### src/rtl/display_seq_if.sv
// Handshake and status bundle for display_seq. The bench drives the master side,
// and the display sequencer drives the slave side.
interface display_seq_if #(
  parameter int WIDTH = 8,
  parameter int DEPTH = 4
);
  localparam int CW = $clog2(DEPTH + 1);

  // in_rdy high at posedge k arms a capture, and data_in is sampled at posedge k+1.
  // in_rdy held high captures data_in on every cycle after the first.
  logic             in_rdy;
  logic [WIDTH-1:0] data_in;
  logic [WIDTH-1:0] data_out;
  logic             out_rdy;
  logic             state_cmp;
  logic             busy;
  logic [CW-1:0]    fifo_cnt;
  logic             ovf;
  logic [1:0]       state_dbg;

  modport master (
    output in_rdy, data_in,
    input  data_out, out_rdy, state_cmp, busy, fifo_cnt, ovf, state_dbg
  );

  modport slave (
    input  in_rdy, data_in,
    output data_out, out_rdy, state_cmp, busy, fifo_cnt, ovf, state_dbg
  );
endinterface

### src/rtl/display_seq.sv
// Buffered display stage: a FIFO of captured values, each shown on data_out for HOLD_CYCLES cycles.
// Defining COUNTDOWN_EN makes each shown value count down to 0, one step per HOLD_CYCLES.
module display_seq #(
  parameter int WIDTH       = 8,
  parameter int DEPTH       = 4,
  parameter int HOLD_CYCLES = 10
) (
  input  logic         clk,
  input  logic         rst,
  display_seq_if.slave bus
);
  localparam int CW = $clog2(DEPTH + 1);
  localparam int PW = $clog2(DEPTH);
  localparam int HW = (HOLD_CYCLES > 1) ? $clog2(HOLD_CYCLES) : 1;
  localparam logic [HW-1:0] HOLD_LOAD = HW'(HOLD_CYCLES - 1);

  typedef enum logic [1:0] {
    IDLE = 2'd0,
    SHOW = 2'd1,
    DONE = 2'd2
  } state_t;

  state_t           state, state_nx;
  logic             arm;
  logic [WIDTH-1:0] mem [DEPTH];
  logic [PW-1:0]    wr_ptr, rd_ptr;
  logic [CW-1:0]    cnt;
  logic             ovf_q;
  logic [WIDTH-1:0] dout_q, dout_nx;
  logic             ordy_q, ordy_nx;
  logic             scmp_q, scmp_nx;
  logic [HW-1:0]    hold_q, hold_nx;
  logic             pop;
  logic             push;
  logic             full;

  assign full = (cnt == CW'(DEPTH));
  assign push = arm && !full;

  // A push is honoured only when the FIFO has space. An armed capture into a full FIFO is dropped.
  always_ff @(posedge clk or negedge rst) begin
    if (!rst) begin
      arm    <= 1'b0;
      wr_ptr <= '0;
      rd_ptr <= '0;
      cnt    <= '0;
      ovf_q  <= 1'b0;
    end else begin
      arm <= bus.in_rdy;
      if (push) wr_ptr <= wr_ptr + PW'(1);
      if (pop)  rd_ptr <= rd_ptr + PW'(1);
      if (arm && full) ovf_q <= 1'b1;
      case ({push, pop})
        2'b10:   cnt <= cnt + CW'(1);
        2'b01:   cnt <= cnt - CW'(1);
        default: cnt <= cnt;
      endcase
    end
  end

  always_ff @(posedge clk) begin
    if (push) mem[wr_ptr] <= bus.data_in;
  end

  always_ff @(posedge clk or negedge rst) begin
    if (!rst) begin
      state  <= IDLE;
      dout_q <= '0;
      ordy_q <= 1'b0;
      scmp_q <= 1'b0;
      hold_q <= '0;
    end else begin
      state  <= state_nx;
      dout_q <= dout_nx;
      ordy_q <= ordy_nx;
      scmp_q <= scmp_nx;
      hold_q <= hold_nx;
    end
  end

  always_comb begin
    state_nx = state;
    dout_nx  = dout_q;
    ordy_nx  = 1'b0;
    scmp_nx  = 1'b0;
    hold_nx  = hold_q;
    pop      = 1'b0;
    case (state)
      IDLE: begin
        // The pop reads the registered head, so a value must land in the FIFO before it can be shown.
        if (cnt != '0) begin
          pop      = 1'b1;
          dout_nx  = mem[rd_ptr];
          ordy_nx  = 1'b1;
          hold_nx  = HOLD_LOAD;
          state_nx = SHOW;
        end else begin
          dout_nx = '0;
        end
      end
      SHOW: begin
        if (hold_q == '0) begin
`ifdef COUNTDOWN_EN
          if (dout_q != '0) begin
            dout_nx = dout_q - WIDTH'(1);
            hold_nx = HOLD_LOAD;
          end else begin
            dout_nx  = '0;
            scmp_nx  = 1'b1;
            state_nx = DONE;
          end
`else
          dout_nx  = '0;
          scmp_nx  = 1'b1;
          state_nx = DONE;
`endif
        end else begin
          hold_nx = hold_q - HW'(1);
        end
      end
      DONE: begin
        state_nx = IDLE;
      end
      default: begin
        state_nx = IDLE;
        dout_nx  = '0;
      end
    endcase
  end

  assign bus.data_out  = dout_q;
  assign bus.out_rdy   = ordy_q;
  assign bus.state_cmp = scmp_q;
  assign bus.busy      = (state != IDLE) || (cnt != '0);
  assign bus.fifo_cnt  = cnt;
  assign bus.ovf       = ovf_q;
  assign bus.state_dbg = state;
endmodule

### src/flat_wrapper.sv
// flat-port wrapper written by rule: the top's interface ports become plain ports
module display_seq_flat 
#(
  parameter int WIDTH       = 8,
  parameter int DEPTH       = 4,
  parameter int HOLD_CYCLES = 10
)
  (clk, rst, bus_in_rdy, bus_data_in, bus_data_out, bus_out_rdy, bus_state_cmp, bus_busy, bus_fifo_cnt, bus_ovf, bus_state_dbg);
  display_seq_if #(.WIDTH(WIDTH), .DEPTH(DEPTH)) bus_i ();
  input  logic clk;
  input  logic rst;
  input wire logic [$bits(bus_i.in_rdy)-1:0] bus_in_rdy;
  input wire logic [$bits(bus_i.data_in)-1:0] bus_data_in;
  output wire logic [$bits(bus_i.data_out)-1:0] bus_data_out;
  output wire logic [$bits(bus_i.out_rdy)-1:0] bus_out_rdy;
  output wire logic [$bits(bus_i.state_cmp)-1:0] bus_state_cmp;
  output wire logic [$bits(bus_i.busy)-1:0] bus_busy;
  output wire logic [$bits(bus_i.fifo_cnt)-1:0] bus_fifo_cnt;
  output wire logic [$bits(bus_i.ovf)-1:0] bus_ovf;
  output wire logic [$bits(bus_i.state_dbg)-1:0] bus_state_dbg;
  assign bus_i.in_rdy = bus_in_rdy;
  assign bus_i.data_in = bus_data_in;
  assign bus_data_out = bus_i.data_out;
  assign bus_out_rdy = bus_i.out_rdy;
  assign bus_state_cmp = bus_i.state_cmp;
  assign bus_busy = bus_i.busy;
  assign bus_fifo_cnt = bus_i.fifo_cnt;
  assign bus_ovf = bus_i.ovf;
  assign bus_state_dbg = bus_i.state_dbg;
  display_seq #(.WIDTH(WIDTH), .DEPTH(DEPTH), .HOLD_CYCLES(HOLD_CYCLES)) u_core (.clk(clk), .rst(rst), .bus(bus_i));
endmodule
### config.mk
export PLATFORM = sky130hd
export DESIGN_NAME = display_seq_flat
export DESIGN_NICKNAME = d
export VERILOG_FILES = /design/src/rtl/display_seq_if.sv /design/src/rtl/display_seq.sv /design/src/flat_wrapper.sv
export SDC_FILE = /design/constraint.sdc
export NUM_CORES = 1
export LEC_CHECK = 0
export BUFFER_PORTS_ARGS = -buffer_cell sky130_fd_sc_hd__buf_4
export CAP_MARGIN = 20
export CORE_UTILIZATION = 46
export CTS_CLUSTER_SIZE = 10
export DETAILED_ROUTE_END_ITERATION = 16
export PLACE_DENSITY_LB_ADDON = 0.25
export SYNTH_ARGS = -nofsm -noshare
export SYNTH_HDL_FRONTEND = slang
export SYNTH_SLANG_ARGS = --single-unit
### constraint.sdc
create_clock -name clk -period 4.1 [get_ports clk]
set_clock_uncertainty 0.2 [all_clocks]
set_input_delay 0.205 -clock clk [delete_from_list [all_inputs] [get_ports clk]]
set_output_delay 0.205 -clock clk [all_outputs]
set_load 0.1 [all_outputs]
==> results of run 1 <==
[synth_stat cells, drive strengths merged]
library cell and instances:
nor3b 1, nor3 3, mux2 2, or3b 1, clkbuf 2, a21oi 1, inv 8, xnor2 5
nand2 4, dfrtp 25, xor2 1, edfxtp 32, nand2b 2, a31o 3, nand3 2, ha 6
or3 1, a31oi 1, o21ai 2, fa 1, nor2 5, a21boi 1, nor2b 1, or4 1
and2 4, buf 1, nand4 1, a22o 8, mux4 8, a221oi 1
[cell type report]
type                       instances  area share [%]
clock inverter                     6           2.873
tap                               67           2.917
inverter                           8           1.045
clock buffer                      10           4.441
multi-input combinational         66           22.99
sequential                        57           55.20
timing repair buffer              37           10.54
[cell families after synthesis]
kind of cell | count (synthesis) | synth area share (%)
buf+inv | 11 | 2.178
xor+xnor | 6 | 2.288
flops | 57 | 69.06
mux | 10 | 9.967
simple gates | 26 | 6.373
compound gates | 17 | 5.992
fa+ha+maj | 7 | 4.139
[worst max-delay path, stage by stage (launching register included)]
cell     delay [ps]
dfrtp_1         460
or3_4           430
nand2_2         120
inv_2           120
ha_1            240
fa_1            400
xnor2_1         180
nor2_1           70
xor2_1          140
[through the flow]
stage / instances / hold WS [ps]
floorplan: 134 / -290.6
global placement: 225 / -77.49
detailed placement: 225 / -69.73
CTS: 251 / 127.9
global route: 251 / 133.5
finish: 251 / 126.8
[placed cells by master, fill, tap and decap left out, types with 2 or more instances in the layout]
cell           instances
mux4_1                 7
nor2_1                 5
clkinv_2               3
nand2_1                3
inv_1                  7
ha_1                   6
bufinv_16              2
dlygate4sd3_1         10
nor3_1                 3
nand3_1                2
xnor2_1                5
edfxtp_1              32
and2_1                 4
dfrtp_1               25
clkbuf_8               9
a31o_2                 3
a22o_1                 8
mux2_2                 2
nand2b_1               2
buf_4                 27
[flip-flops by register name (all words and copies together), names as in the netlist]
register and count:
u_core.mem 32, u_core.bus.data_out 8, u_core.hold_q 4, u_core.bus.fifo_cnt 3
u_core.bus.state_dbg 2, u_core.rd_ptr 2, u_core.wr_ptr 2, u_core.arm 1
u_core.bus.out_rdy 1, u_core.bus.ovf 1, u_core.bus.state_cmp 1
[per-layer routing]
metal | up-vias | global-route usage (%)
met5 | - | 0
met4 | 0 | 6.972
met3 | 2 | 7.459
met2 | 27 | 29.49
met1 | 639 | 19.43
li1 | 603 | -
[worst min path at each step]
stage	start	to	slack, ps
2_1_floorplan	rst	u_core.arm	-290
3_3_place_gp	rst	u_core.hold_q[2]	-80
3_5_place_dp	rst	u_core.bus.state_cmp	-70
4_1_cts	rst	u_core.hold_q[2]	130
5_1_grt	rst	u_core.bus.data_out[2]	130
6_report	rst	u_core.bus.out_rdy	130
==> metrics.md, run 1 <==
| Metric | Value |
|---|---|
| Status | `finished clean` |
| Antenna-violating nets left | `0` |
| Clock sink total | `57` |
| Worst Tran Pin Value | `526.3 ps` |
| Maximum fanout along the worst path | `11` |
| Top sig layer | `met4` |
| RR Startpoint | `u_core.bus.fifo_cnt[0]` |
| Die X-Extent | `72.67 microns` |
| Post-route cell area | `2874 sq um` |
| RSZ-0062 raised after global routing | `false` |
| Setup TNS | `0 ps` |
| Drt via density | `5.064` |
| Yosys top cell by area | `edfxtp_1` |
| Synthesis-stage register bit count | `57` |
| CP Class | `reg2reg` |
| Reg-to-Reg End | `u_core.bus.fifo_cnt[2]` |
| Global route overflow | `0` |
| Critical Path End | `u_core.bus.fifo_cnt[2]` |
| Worst Hold Class | `in2async` |
| Synth cell types | `35` |
| PostCTS Resize Cnt | `0` |
| Clock buffer depth | `2` |
| Top post-synthesis cells by area | `edfxtp_1 (42%), dfrtp_1 (27%), mux4_1 (8.0%)` |
| Fraction of layout cells with a size suffix above 1 | `28.26%` |
| Placer congestion estimate | `0.7844` |
| Max Cap Viol | `0` |
| Initial Util | `48.32%` |
| WP data required | `4100 ps` |
| CORE AREA | `4755 sq um` |
| Pre-CTS setup slack | `1624 ps` |
| Synth warn | `0` |
| Clock slew at reported path FFs | `60 ps` |
| IO Port Bufs | `27` |
| Top cell type's share of synthesized area | `41.83%` |
| # rows | `25` |
| Area of the mapped netlist | `2297 sq um` |
| M1 WL | `1674 microns` |
| Layout Nets | `197` |
| Setup violation total in the final timing report | `0` |
| WP data arrival | `2470 ps` |
| Worst skew pair latency | `320 ps` |
| WL per Instance | `15.86 microns` |
| Vias in the first global route | `1,307` |
| Max-Slew Margin vs Limit | `64.91%` |
| Util after Layout | `60.45%` |
| Seq. cell area | `1587 sq um` |
| Syn_nets | `152` |
| Area grow syn2layout | `25.11%` |
| Setup bufs post-CTS | `0` |
| DP HPWL | `2553 microns` |
| Max frequency | `404.1 MHz` |
| I/O pin cnt | `28` |
| Die area | `5280 sq um` |
| Met3 wire len | `147 microns` |
| Final setup margin | `1626 ps` |
| Largest net degree at the start of global routing | `26` |
| Critical Path End Type | `register` |
| Nature of the critical path startpoint | `register` |
| N_diodes | `0` |
| Syn Inst Count | `134` |
| Seq/Total Area, Yosys | `69.06%` |
| Global-route wire length before repair | `6279 microns` |
| H-tree levels | `3` |
| Avg Inst Size Synth | `17.14 sq um` |
| Routed WL | `3982 microns` |
| Number of slew-limit violations in the final report | `0` |
| R2R depth | `8` |
| Number of antenna violations at the first check in global routing | `0` |
| Fin crit period | `2474 ps` |
| Hold Vio Cnt, Final | `0` |
| Critical path launch point | `u_core.bus.fifo_cnt[0]` |
| CTS tree | `yes` |
| Met2 wire len | `2134 microns` |
| 1st-iter DRT viols | `103` |
| CTS root buf | `clkbuf_8` |
| Die H | `72.67 microns` |
| DRC | `0` |
| CTS Buf Count | `9` |
| Fillers | `390` |
| Router iterations before antenna repair | `6` |
| Via count | `1,271` |
| CTS Hold Bufs | `10` |
| Reg2Reg Setup Slack | `1630 ps` |
| Global Route Usage Sum | `17.42%` |
| Multi-input gate area | `660.6 sq um` |
| Post-DP Area | `2564 sq um` |
| Final Cycle Share | `60.35%` |
Power of run 1 is left out: the tool's default activity adds up to more than one toggle a clock period on the data nets, which glitch-free logic cannot reach.
==> run 2, diff against run 1 <==
==> constraint.sdc (replaced) <==
create_clock -name clk -period 2.05 [get_ports clk]
set_clock_uncertainty 0.2 [all_clocks]
set_input_delay 0.1025 -clock clk [delete_from_list [all_inputs] [get_ports clk]]
set_output_delay 0.1025 -clock clk [all_outputs]
set_load 0.1 [all_outputs]
==> run 2 against run 1 <==
The flow now finishes with violations (setup timing). Sequential cell count unchanged. Critical path depth unchanged. Fmax up 15%. Setup slack lost 1700 ps. First-iteration DRC count down 14%. Register-to-register slack got worse by 1700 ps. Core utilization is 3.2 points higher. Final cell count grew 6.4%. Count of clock-buffer cells in the layout unchanged.
==> metrics.md, run 2 (same netlist as run 1, synthesis figures left out) <==
| Metric | Value |
|---|---|
| Status | `complete, but fails checks` |
| Failing checks | `setup timing` |
| Fraction of layout cells with a size suffix above 1 | `39.50% (+11 points)` |
| # rows | `25 (unchanged)` |
| Vias in the first global route | `1,473 (+13%)` |
| Worst Hold Class | `in2async` |
| Maximum fanout along the worst path | `2 (-9)` |
| Reg-to-Reg End | `u_core.bus.fifo_cnt[2]` |
| CTS tree | `yes` |
| Number of slew-limit violations in the final report | `0 (unchanged)` |
| CTS root buf | `clkbuf_8` |
| Fin crit period | `2159 ps (-315.0 ps)` |
| IO Port Bufs | `27 (unchanged)` |
| Critical Path Max Stage Delay | `480 ps (+20 ps)` |
| Hold Vio Cnt, Final | `0 (unchanged)` |
| Clock sink total | `57 (unchanged)` |
| Nature of the critical path startpoint | `register` |
| Final setup margin | `-109.4 ps (-1735 ps)` |
| Critical Path End Type | `register` |
| CTS Buf Count | `9 (unchanged)` |
| Global route overflow | `0 (unchanged)` |
| Die X-Extent | `72.67 microns (unchanged)` |
| Number of antenna violations at the first check in global routing | `0 (unchanged)` |
| WP data required | `2070 ps (-2030 ps)` |
| Global-route wire length before repair | `7120 microns (+13%)` |
| Post-DP Area | `2720 sq um (+6.1%)` |
| Clock slew at reported path FFs | `70 ps (about the same)` |
| Critical path launch point | `u_core.bus.fifo_cnt[0]` |
| RR Startpoint | `u_core.bus.fifo_cnt[0]` |
| Layout Nets | `213 (+8.1%)` |
| DP HPWL | `2894 microns (+13%)` |
| RSZ-0062 raised after global routing | `true` |
| Multi-input gate area | `698.2 sq um (+5.7%)` |
| Final Cycle Share | `105.3% (+45 points)` |
| 1st-iter DRT viols | `89 (-14%)` |
| Largest net degree at the start of global routing | `26 (unchanged)` |
| Reg2Reg Setup Slack | `-110 ps (-1730 ps)` |
| Worst skew pair latency | `330 ps (about the same)` |
| CORE AREA | `4755 sq um (unchanged)` |
| WP data arrival | `2180 ps (-290 ps)` |
| Clock buffer depth | `2 (unchanged)` |
| CP Class | `reg2reg` |
| Area grow syn2layout | `31.81%` |
| Most flops, register | `u_core.mem` |
| Worst Tran Pin Value | `436.5 ps (-89.81 ps)` |
| Routed WL | `4309 microns (+8.2%)` |
| Post-route cell area | `3028 sq um (+5.4%)` |
| I/O pin cnt | `28 (unchanged)` |
| N_diodes | `0 (unchanged)` |
| Antenna-violating nets left | `0 (unchanged)` |
| Initial Util | `48.32% (unchanged)` |
| WL per Instance | `16.14 microns (+1.7%)` |
| Die H | `72.67 microns (unchanged)` |
| Number of flip-flops in the largest register | `32 (unchanged)` |
| DRC | `0 (unchanged)` |
| Max Cap Viol | `0 (unchanged)` |
| Setup violation total in the final timing report | `2 (+2)` |
| Critical-path cell list | `or3_4, nand2_4, inv_6, ha_4, fa_2, xnor2_2, nor2_2, xor2_1` |
| Max frequency | `463.1 MHz (+15%)` |
| Drt via density | `5.064 (about the same)` |
| Max-Slew Margin vs Limit | `70.90% (+6.0 points)` |
| Placer congestion estimate | `0.7143 (-8.9%)` |
| Most frequent cells in the layout | `buf_4 (43), edfxtp_1 (32), dfrtp_1 (20), dlygate4sd3_1 (10), clkbuf_8 (9)` |
| Router iterations before antenna repair | `4 (-2)` |
| Leading cell type in the layout, fill and taps excluded | `buf_4` |
| Via count | `1,352 (+6.4%)` |
| Global Route Usage Sum | `19.61% (+2.2 points)` |
| Slowest-stage cell, CP | `dfrtp_4` |
| Die area | `5280 sq um (unchanged)` |
| H-tree levels | `3 (unchanged)` |
| Seq. cell area | `1598 sq um (+0.71%)` |
| R2R depth | `8 (unchanged)` |
| Fillers | `356 (-8.7%)` |
[run 2: layer usage]
metal	GRT usage [%]	share of wire, %	vias up
met4	11.55	1.8	0
met5	0	0	-
met1	21.62	42	682
met3	6.354	3.4	10
li1	-	-	635
met2	33.23	53	25
[run 2: critical path: cells and delay by family (launching register included)]
kind	cells	cell delay [ps]
buffers and inverters	1	40
DFF	1	480
xor gates and xnor gates	2	310
adders and majority gates	2	500
and+or+nand+nor	3	530
[run 2: per-stage QoR]
stage / std cells / hold WS [ps] / utilization [%] / setup TNS [ps] / worst slack [ps]
detailed placement: 241 / -167.7 / 57.21 / -218.4 / -110.7
finish: 267 / 16.51 / 63.68 / -192.1 / -109.4
global placement: 241 / -171.9 / 57.21 / -87.65 / -47.78
CTS: 267 / 8.950 / 63.37 / -213.5 / -121.8
global route: 267 / 27.01 / 63.68 / -310.6 / -177.5
floorplan: 134 / -393.1 / - / -635.8 / -328.6
[run 2: how the worst max path moves through the flow]
stage	slack (ps)	endpoint
3_5_place_dp	-110	u_core.bus.fifo_cnt[1]
2_1_floorplan	-330	u_core.bus.fifo_cnt[2]
4_1_cts	-120	u_core.bus.fifo_cnt[2]
6_report	-110	u_core.bus.fifo_cnt[2]
5_1_grt	-180	u_core.bus.fifo_cnt[2]
3_3_place_gp	-50	u_core.bus.fifo_cnt[2]
[run 2: timing repair]
| action | in CTS | in global routing |
|---|---|---|
| setup buffers | 0 | 0 |
| setup endpoints to repair | 2 | 2 |
| gates resized for setup | 1 | 3 |
| pin swaps | 2 | 2 |
| endpoints found under the hold margin | 58 | 0 |
| hold buffers | 10 | 0 |
[run 2: area by class of cell]
class	instances	area share [%]
repair buffers	53	13.97
clock buffers	10	4.917
multi-input cells	66	23.06
clock inverters	6	1.364
flip-flops and latches	57	52.77
well taps	67	2.769
inverters	8	1.157
Power of run 2 is left out for the same reason.
==> run 3, diff against run 2 <==
--- a/config.mk
+++ b/config.mk
@@ -5,7 +5,7 @@
 export SDC_FILE = /design/constraint.sdc
 export NUM_CORES = 1
 export LEC_CHECK = 0
-export BUFFER_PORTS_ARGS = -buffer_cell sky130_fd_sc_hd__buf_4
+export BUFFER_PORTS_ARGS = -buffer_cell sky130_fd_sc_hd__buf_2
 export CAP_MARGIN = 20
 export CORE_UTILIZATION = 46
 export CTS_CLUSTER_SIZE = 10
==> run 3 against run 2 <==
The run still ends with setup timing left. Global-route usage decreased by 1.4 points. Hold slack improved by 79 ps. Critical path type unchanged. Final cell count unchanged. Sequential cell count unchanged. Die area unchanged.
==> metrics.md, run 3 (same netlist as run 1, synthesis figures left out) <==
| Metric | Value |
|---|---|
| Hold Vio Cnt, Final | `0 (unchanged)` |
| WL per Instance | `15.10 microns (-6.5%)` |
| R2R depth | `8 (unchanged)` |
| Via count | `1,354 (+0.15%)` |
| Area grow syn2layout | `29.19%` |
| WP data arrival | `2220 ps (+40 ps)` |
| Met1 GRT Util | `20.61% (-1.0 points)` |
| Global Route Usage Sum | `18.25% (-1.4 points)` |
| Fin crit period | `2164 ps (+4.785 ps)` |
| CORE AREA | `4755 sq um (unchanged)` |
| Reg2Reg Setup Slack | `-110 ps (about the same)` |
| Worst Tran Pin Value | `563.7 ps (+127.2 ps)` |
| Largest net degree at the start of global routing | `26 (unchanged)` |
| Most flops, register | `u_core.mem` |
| Slowest-stage cell, CP | `dfrtp_4` |
| Die area | `5280 sq um (unchanged)` |
| Setup violation total in the final timing report | `2 (unchanged)` |
| Status | `complete, but fails checks` |
| Clock sink total | `57 (unchanged)` |
| RSZ-0062 raised after global routing | `true` |
| Most frequent cells in the layout | `edfxtp_1 (32), buf_2 (27), dfrtp_1 (20), buf_4 (16), dlygate4sd3_1 (10)` |
| Leading cell type in the layout, fill and taps excluded | `edfxtp_1` |
| Most used routing layer | `met2` |
| Global-route wire length before repair | `6686 microns (-6.1%)` |
| Critical path buffers and inverters | `1 (unchanged)` |
| N_diodes | `0 (unchanged)` |
| Fraction of layout cells with a size suffix above 1 | `37.00% (-2.5 points)` |
| Clock buffer depth | `2 (unchanged)` |
| Critical Path End Type | `register` |
| Max Cap Viol | `0 (unchanged)` |
| Routed WL | `4031 microns (-6.5%)` |
| CTS tree | `yes` |
| CTS root buf | `clkbuf_8` |
| Met2 usage | `29.39% (-3.8 points)` |
| CTS Buf Count | `9 (unchanged)` |
| Router iterations before antenna repair | `4 (unchanged)` |
| Number of slew-limit violations in the final report | `0 (unchanged)` |
| Reg-to-Reg End | `u_core.bus.fifo_cnt[2]` |
| Worst Hold Class | `in2async` |
| Cells after DPL | `241 (unchanged)` |
| Final Cycle Share | `105.6% (+0.23 points)` |
| Critical-path cell list | `or3_4, nand2_4, inv_6, ha_4, fa_2, xnor2_1, nor2_1, xor2_1` |
| Max frequency | `462.1 MHz (-0.22%)` |
| Global route overflow | `0 (unchanged)` |
| Die X-Extent | `72.67 microns (unchanged)` |
| Initial Util | `48.32% (unchanged)` |
| I/O pin cnt | `28 (unchanged)` |
| Number of antenna violations at the first check in global routing | `0 (unchanged)` |
| WP data required | `2110 ps (+40 ps)` |
| Maximum fanout along the worst path | `2 (unchanged)` |
| Largest delay share family, worst path | `simple AND/OR/NAND/NOR gates` |
| Failing checks | `setup timing` |
| Clock slew at reported path FFs | `60 ps (about the same)` |
| Placer congestion estimate | `0.7355 (+3.0%)` |
| H-tree levels | `3 (unchanged)` |
| DRC | `0 (unchanged)` |
| Die H | `72.67 microns (unchanged)` |
| Nature of the critical path startpoint | `register` |
| Max-Slew Margin vs Limit | `62.42% (-8.5 points)` |
| Antenna-violating nets left | `0 (unchanged)` |
| IO Port Bufs | `27 (unchanged)` |
| RR Startpoint | `u_core.bus.fifo_cnt[1]` |
| Vias in the first global route | `1,405 (-4.6%)` |
| Worst skew pair latency | `340 ps (about the same)` |
| 1st-iter DRT viols | `57 (-36%)` |
| Number of flip-flops in the largest register | `32 (unchanged)` |
| DP HPWL | `2728 microns (-5.7%)` |
| GR Util met3 | `9.254% (+2.9 points)` |
| CP Class | `reg2reg` |
| # rows | `25 (unchanged)` |
| Final setup margin | `-114.2 ps (-4.785 ps)` |
| Drt via density | `5.071 (+0.15%)` |
| Layout Nets | `213 (unchanged)` |
| Post-route insts no fill | `267 (unchanged)` |
| Critical Path Max Stage Delay | `470 ps (about the same)` |
run 3: cell count changes in the layout (fill, tap and decap cells not counted), moves of 2 or more:
cell	before	now
clkinv_1	0	3
buf_2	0	27
buf_4	43	16
clkinvlp_4	3	0
bufinv_16	0	2
run 3: routing by layer:
metal	part of all wire [%]	up-vias	wire, microns
met5	0	-	0
met4	1.9	0	76
met3	5.3	10	212
met2	52	28	2090
met1	41	683	1652
li1	-	633	-
run 3: worst reg2reg max path: stages (launching register included):
cell     delay [ps]
dfrtp_4         470
or3_4           410
nand2_4          90
inv_6            40
ha_4            150
fa_2            330
xnor2_1         130
nor2_1          120
xor2_1          150
run 3: layout make-up:
cell class	instances	area (sq um)
Timing Repair Buffer	53	355.3
Inverter	8	35.03
Tap cell	67	83.83
Clock inverter	7	85.08
Multi-Input combinational cell	66	686.9
Clock buffer	9	123.9
Fill cell	367	1787
Sequential cell	57	1598
run 3: through the flow:
| stage | utilization [%] | worst slack [ps] | hold slack (ps) | instance area (sq um) | TNS [ps] |
|---|---|---|---|---|---|
| CTS | 62.42 | -116.5 | 110.5 | 2968 | -216.4 |
| finish | 62.42 | -114.2 | 95.04 | 2968 | -210.4 |
| detailed placement | 55.79 | -102.2 | -67.91 | 2653 | -179.4 |
| floorplan | - | -328.6 | -393.1 | 2333 | -635.8 |
| global route | 62.42 | -191.8 | 143.1 | 2968 | -336.6 |
| global placement | 55.79 | -49.83 | -70.56 | 2653 | -89.91 |
run 3: repair_timing:
item,CTS,global route
setup buffers,0,0
pin swaps,0,0
hold buffers,10,0
endpoints found under the hold margin,58,0
endpoints found under the setup margin,2,2
resized for setup,2,0
run 3: worst max path at each step:
stage	endpoint	startpoint	depth (start not counted)
floorplan	u_core.bus.fifo_cnt[2]	u_core.bus.fifo_cnt[1]	8
global placement	u_core.bus.fifo_cnt[2]	u_core.bus.fifo_cnt[1]	8
detailed placement	u_core.bus.fifo_cnt[2]	u_core.bus.fifo_cnt[1]	8
CTS	u_core.bus.fifo_cnt[2]	u_core.bus.fifo_cnt[1]	8
global route	u_core.bus.fifo_cnt[2]	u_core.bus.fifo_cnt[1]	8
finish	u_core.bus.fifo_cnt[2]	u_core.bus.fifo_cnt[1]	8
Power of run 3 is left out for the same reason.
